$ cat config.mk
export PLATFORM = sky130hd
export DESIGN_NAME = instr_sequencer
export DESIGN_NICKNAME = d
export VERILOG_FILES = /design/src/rtl/instr_sequencer.sv
export SDC_FILE = /design/constraint.sdc
export NUM_CORES = 1
export LEC_CHECK = 0
export ABC_AREA = 1
export CAP_MARGIN = 5
export CORE_MARGIN = 2
export CORE_UTILIZATION = 60
export CTS_CLUSTER_SIZE = 8
export DETAILED_ROUTE_END_ITERATION = 16
export GPL_TIMING_DRIVEN = 0
export PLACE_DENSITY = 0.85
export SLEW_MARGIN = 20
export SYNTH_ARGS = -nofsm -noshare
export SYNTH_HDL_FRONTEND = slang
export SYNTH_SLANG_ARGS = --single-unit
$ cat constraint.sdc
create_clock -name clk -period 3.51 [get_ports clk]
set_input_delay 0.8775 -clock clk [delete_from_list [all_inputs] [get_ports clk]]
set_output_delay 0.8775 -clock clk [all_outputs]
set_load 0.02 [all_outputs]
$ cat src/rtl/instr_sequencer.sv
// Purpose: fetch/decode/execute controller running LOAD/MOV/ADD/HALT out of a 32-word ROM
//          against an internal 8x16 register file.
// Latency: 3 cycles per instruction (FETCH, DECODE, EXEC); a HALT word stops after FETCH+DECODE.
// Backpressure: none; the ROM is combinational and start is only sampled in IDLE/HALT.
// Ports:
//   clk, rst_n            clock, async active-low reset
//   start                 level, begins execution at PC=0 from IDLE or HALT
//   rom_addr / rom_code   PC out, 23-bit instruction word in
//   busy, halted          FETCH/DECODE/EXEC, HALT indicators
//   reg_we/waddr/wdata    one-cycle write-back strobe with held address/data
//   carry                 carry-out of the most recent ADD
//   dbg_sel / dbg_data    combinational register file read port
module instr_sequencer #(
  parameter int ADDR_W = 5,
  parameter int DATA_W = 16,
  parameter int NREGS  = 8
) (
  input  logic              clk,
  input  logic              rst_n,
  input  logic              start,
  output logic [ADDR_W-1:0] rom_addr,
  input  logic [22:0]       rom_code,
  output logic              busy,
  output logic              halted,
  output logic              reg_we,
  output logic [2:0]        reg_waddr,
  output logic [DATA_W-1:0] reg_wdata,
  output logic              carry,
  input  logic [2:0]        dbg_sel,
  output logic [DATA_W-1:0] dbg_data
);

  localparam logic [2:0] S_IDLE   = 3'd0;
  localparam logic [2:0] S_FETCH  = 3'd1;
  localparam logic [2:0] S_DECODE = 3'd2;
  localparam logic [2:0] S_EXEC   = 3'd3;
  localparam logic [2:0] S_HALT   = 3'd4;

  localparam logic [3:0] OP_HALT = 4'b0000;
  localparam logic [3:0] OP_LOAD = 4'b0001;
  localparam logic [3:0] OP_MOV  = 4'b0010;
  localparam logic [3:0] OP_ADD  = 4'b0011;

  logic [2:0]        state_q, state_d;
  logic [ADDR_W-1:0] pc_q, pc_d;
  logic [22:0]       ir_q, ir_d;
  logic [DATA_W-1:0] rf_q [NREGS];
  logic              we_q, we_d;
  logic [2:0]        waddr_q, waddr_d;
  logic [DATA_W-1:0] wdata_q, wdata_d;
  logic              carry_q, carry_d;
  logic              add_q, add_d;       // instruction in EXEC is an ADD
  logic              add_c_q, add_c_d;   // its carry-out, committed at end of EXEC

  logic [3:0]        ir_op;
  logic [2:0]        ir_dst;
  logic [2:0]        ir_src;
  logic [15:0]       ir_imm;
  logic [DATA_W:0]   sum;

  assign ir_op  = ir_q[22:19];
  assign ir_dst = ir_q[18:16];
  assign ir_src = ir_q[15:13];
  assign ir_imm = ir_q[15:0];

  // Operands are read in DECODE, before any write of this instruction, so
  // MOV Rn,Rn and ADD Rn,Rn see the old value.
  assign sum = {1'b0, rf_q[ir_dst]} + {1'b0, rf_q[ir_src]};

  always_comb begin
    state_d = state_q;
    pc_d    = pc_q;
    ir_d    = ir_q;
    we_d    = we_q;
    waddr_d = waddr_q;
    wdata_d = wdata_q;
    carry_d = carry_q;
    add_d   = add_q;
    add_c_d = add_c_q;
    case (state_q)
      S_IDLE, S_HALT: begin
        if (start) begin
          state_d = S_FETCH;
          pc_d    = '0;
        end
      end
      S_FETCH: begin
        ir_d    = rom_code;
        state_d = S_DECODE;
      end
      S_DECODE: begin
        add_d = 1'b0;
        if (ir_op == OP_HALT) begin
          // PC is left pointing at the HALT word.
          state_d = S_HALT;
        end else begin
          state_d = S_EXEC;
          // Address/data only move for real writes so they hold across NOPs.
          case (ir_op)
            OP_LOAD: begin
              we_d    = 1'b1;
              waddr_d = ir_dst;
              wdata_d = ir_imm;
            end
            OP_MOV: begin
              we_d    = 1'b1;
              waddr_d = ir_dst;
              wdata_d = rf_q[ir_src];
            end
            OP_ADD: begin
              we_d    = 1'b1;
              waddr_d = ir_dst;
              wdata_d = sum[DATA_W-1:0];
              add_d   = 1'b1;
              add_c_d = sum[DATA_W];
            end
            default: we_d = 1'b0;
          endcase
        end
      end
      S_EXEC: begin
        we_d    = 1'b0;
        add_d   = 1'b0;
        if (add_q) carry_d = add_c_q;
        pc_d    = pc_q + 1'b1;   // wraps 31 -> 0
        state_d = S_FETCH;
      end
      default: state_d = S_IDLE;
    endcase
  end

  always_ff @(posedge clk or negedge rst_n) begin
    if (!rst_n) begin
      state_q <= S_IDLE;
      pc_q    <= '0;
      ir_q    <= '0;
      we_q    <= 1'b0;
      waddr_q <= '0;
      wdata_q <= '0;
      carry_q <= 1'b0;
      add_q   <= 1'b0;
      add_c_q <= 1'b0;
      for (int i = 0; i < NREGS; i++) rf_q[i] <= '0;
    end else begin
      state_q <= state_d;
      pc_q    <= pc_d;
      ir_q    <= ir_d;
      we_q    <= we_d;
      waddr_q <= waddr_d;
      wdata_q <= wdata_d;
      carry_q <= carry_d;
      add_q   <= add_d;
      add_c_q <= add_c_d;
      // Commit at the end of EXEC so the next DECODE sees the result.
      if (state_q == S_EXEC && we_q) rf_q[waddr_q] <= wdata_q;
    end
  end

  assign rom_addr  = pc_q;
  assign busy      = (state_q == S_FETCH) || (state_q == S_DECODE) || (state_q == S_EXEC);
  assign halted    = (state_q == S_HALT);
  assign reg_we    = we_q;
  assign reg_waddr = waddr_q;
  assign reg_wdata = wdata_q;
  assign carry     = carry_q;
  assign dbg_data  = rf_q[dbg_sel];

endmodule

==> results_dict.tcl, run 1 <==
set metrics [dict create \
    status "finished clean" \
    area.growth.synth_to_final_pct 15.3 \
    rsz0062_at_grt "false" \
    floorplan.io_pins 73 \
    finalCritPeriodShare 0.969 \
    htree_levels 4 \
    ctsHoldBuffers 0 \
    synthMuxAreaShare 0.0171 \
    synth_compound_area_frac 0.261 \
    endpoint_kind "primary output" \
    num-fill-cells 1517 \
    grt_usage 0.429 \
    synth_cells 1559 \
    cts_buffers 17 \
    cts_buffer_depth 2 \
    setup_slack_ns 0.110 \
    ys_ff_latch 182 \
    synthAdderAreaFrac 0.0208 \
    cp.required_ns 2.63 \
    dp_slack_ns -1.00 \
    slew_viol_final 0 \
    routed_wl_um 42400 \
    antennaDiodeCount 0 \
    drive_gt1_frac 0.0882 \
    grt_first_pass_wirelength_um 64400 \
    yosys_most_used_dff "dfrtp_1" \
    cts_root_buf "clkbuf_16" \
    cts_tree "built" \
    avgViaCountPerCell 6.49 \
    drv_cap 0 \
    die_x_um 140 \
    drc 0 \
    power_density_nw_per_um2 1010 \
    path_max_fanout 10 \
    dp_cells 1861 \
    multiInputGateArea_um2 5680 \
    vias 12300 \
    syn-num-nets 1606 \
    nets 1701 \
    fin_skew_ns 0.0135 \
    worstSetupPathType "input port to primary output" \
    hp-class "input port to async pin" \
    synth.cell_area_um2 11200 \
    fmax_mhz 294 \
    cp-start-kind "input port" \
    antenna_found_initial 0 \
    initial_core_util 0.618 \
    max_slew.worst_pin.slew_ns 0.830 \
    design.die.area_um2 19700 \
    slew_headroom 0.447 \
    grt.overflow.total 0 \
    ant_nets 0 \
    grt_max_degree 76 \
    coreArea_um2 18100 \
    hpwl_um 31800 \
    p_leak_nw 5.85 \
    place.gp.congestion 1.04 \
    firstDrtPassIters 7 \
    fp-row-count 49 \
    io_buffers 71 \
    cp.arrival_ns 2.52 \
    drtIter0Drc 1852 \
    synthArstFlopShare 1.00 \
    die_h_um 140 \
    hold_viol_final 0 \
    yosys_warnings 0 \
    grt_pass1_vias 11400 \
    fin_cells 1895 \
    synth-simple-area-share 0.206 \
    clk_pin_slew_worst_paths_ns 0.08 \
    peakVddDrop_mv 0.965 \
    synth_top_family_by_area "compound AO/OA/AOI/OAI gates" \
    fin_crit_ns 3.40 \
    synth_cell_type_count 37 \
    cts.sinks 182 \
    wire_per_inst_um 22.4 \
    synth_edf_count 0 \
    synth_xor_area_frac 0.000784 \
    avgSynthCellArea_um2 7.16 \
    r2r_start "ir_q[16]$_DFFE_PN0N_" \
    setup_viol_count_final 0 \
    insertion_delay_ns 0.45 \
    cp-startpoint "dbg_sel[2]" \
    yosysSeqAreaShare 0.408 \
    regArea_um2 4550 \
]
-- stage by stage --
stage	utilization	setup TNS, ns	instance area, um2	hold slack [ns]	power [mW]
3_3_place_gp	0.673	-1062.24	12200	0.467	10.4
2_1_floorplan	-	0	11200	0.453	8.11
6_report	0.712	0	12900	0.347	13.0
4_1_cts	0.710	0	12800	0.366	12.6
5_1_grt	0.712	0	12900	0.388	13.8
3_5_place_dp	0.676	-14.61	12200	0.473	10.7
-- cell type report --
class | instances | share of cell area
multi-input combinational | 1136 | 0.441
sequential | 182 | 0.354
timing repair buffer | 76 | 0.0580
inverter | 137 | 0.0404
buffer | 104 | 0.0399
clock buffer | 19 | 0.0352
tap | 229 | 0.0223
clock inverter | 12 | 0.00923
-- path summary, 6_finish.rpt --
kind / slack (ns) / endpoint / depth (start not counted)
max: 0.11 / dbg_data[4] / 6
max reg2reg: 0.14 / reg_wdata[12]$_DFFE_PN0P_ / 16
max in group asynchronous: 2.11 / rf_q[73]$_DFFE_PN0P_ / 3
min: 0.35 / rf_q[2]$_DFFE_PN0P_ / 1
min in group clk: 0.49 / rf_q[37]$_DFFE_PN0P_ / 2
min reg2reg: 0.49 / rf_q[37]$_DFFE_PN0P_ / 2
-- flip-flops by register name, summed over array words and instances, names as in the netlist --
name	count
reg_wdata	16
add_c_q	1
state_q	3
rom_addr	5
reg_waddr	3
rf_q	128
reg_we	1
ir_q	23
add_q	1
carry	1
-- where the power goes --
group	total (mW)	internal, mW	switching, mW
Combinational	7.69	2.46	5.23
Clock	1.93	1.03	0.908
Sequential	3.38	2.76	0.615
Total	13.0	6.25	6.75
-- Yosys cell counts (6+ instances only) --
library cell / number / share of area
nand2_1: 305 / 0.10
o21ai_0: 261 / 0.12
dfrtp_1: 182 / 0.41
nor2_1: 150 / 0.050
a21oi_1: 138 / 0.062
inv_1: 132 / 0.044
nand3_1: 67 / 0.030
clkbuf_1: 57 / 0.019
o211ai_1: 52 / 0.035
o21ai_1: 52 / 0.023
buf_2: 34 / 0.015
a31oi_1: 33 / 0.018
ha_1: 17 / 0.019
mux2_2: 17 / 0.017
and2_1: 11 / 0.0062
buf_1: 11 / 0.0037
nand4_1: 6 / 0.0034
-- worst max-delay path: stages --
cell	delay (ns)
clkdlybuf4s50_1	0.40
inv_1	0.16
buf_1	0.45
nor2_1	0.12
a31oi_1	0.27
buf_2	0.23
-- layout by cell type (no fill, tap or decap), types with 5 or more instances in the layout --
cell type and n:
clkbuf_16 17, mux2_2 17, and2_1 11, a31oi_2 5, ha_1 17, buf_2 45
a31oi_1 28, a21oi_1 138, nand3_1 67, o211ai_1 52, dfrtp_1 182, nor2_1 150
nand2_1 305, o21ai_1 52, nand4_1 6, clkbuf_1 39, clkbuf_2 13, clkbuf_8 5
buf_1 7, o21ai_0 261, clkbuf_4 5, clkdlybuf4s50_1 53, inv_1 131
-- what timing repair did --
| action | 4_1_cts | 5_1_grt |
|---|---|---|
| endpoints found under the hold margin | 0 | 0 |
| endpoints found under the setup margin | 16 | 29 |
| buffers inserted | 0 | 3 |
| gates resized for setup | 103 | 16 |
-- routing by layer --
metal  share of wire  GRT usage
met5               0          0
met4           0.058      0.220
met3            0.12      0.102
met2            0.44      0.649
met1            0.38      0.578
-- cell families (layout without fill, tap and decap cells) --
| logic type | count (synthesis) | count (layout) |
|---|---|---|
| AO/OA/AOI/OAI | 545 | 545 |
| multiplexers | 17 | 17 |
| flip-flops | 182 | 182 |
| AND/OR/NAND/NOR | 555 | 555 |
| XOR/XNOR | 1 | 1 |
| buffers and inverters | 241 | 348 |
| adder cells (fa/ha/maj) | 18 | 18 |
Power figures use the tool's default switching activity.
==> inputs of run 2 (changes only) <==
--- a/config.mk
+++ b/config.mk
@@ -9,7 +9,7 @@
 export CAP_MARGIN = 5
 export CORE_MARGIN = 2
 export CORE_UTILIZATION = 60
-export CTS_CLUSTER_SIZE = 8
+export CTS_CLUSTER_SIZE = 40
 export DETAILED_ROUTE_END_ITERATION = 16
 export GPL_TIMING_DRIVEN = 0
 export PLACE_DENSITY = 0.85
==> results of run 2 <==
The final DEF is identical to that of run 1; final timing and power are the same.
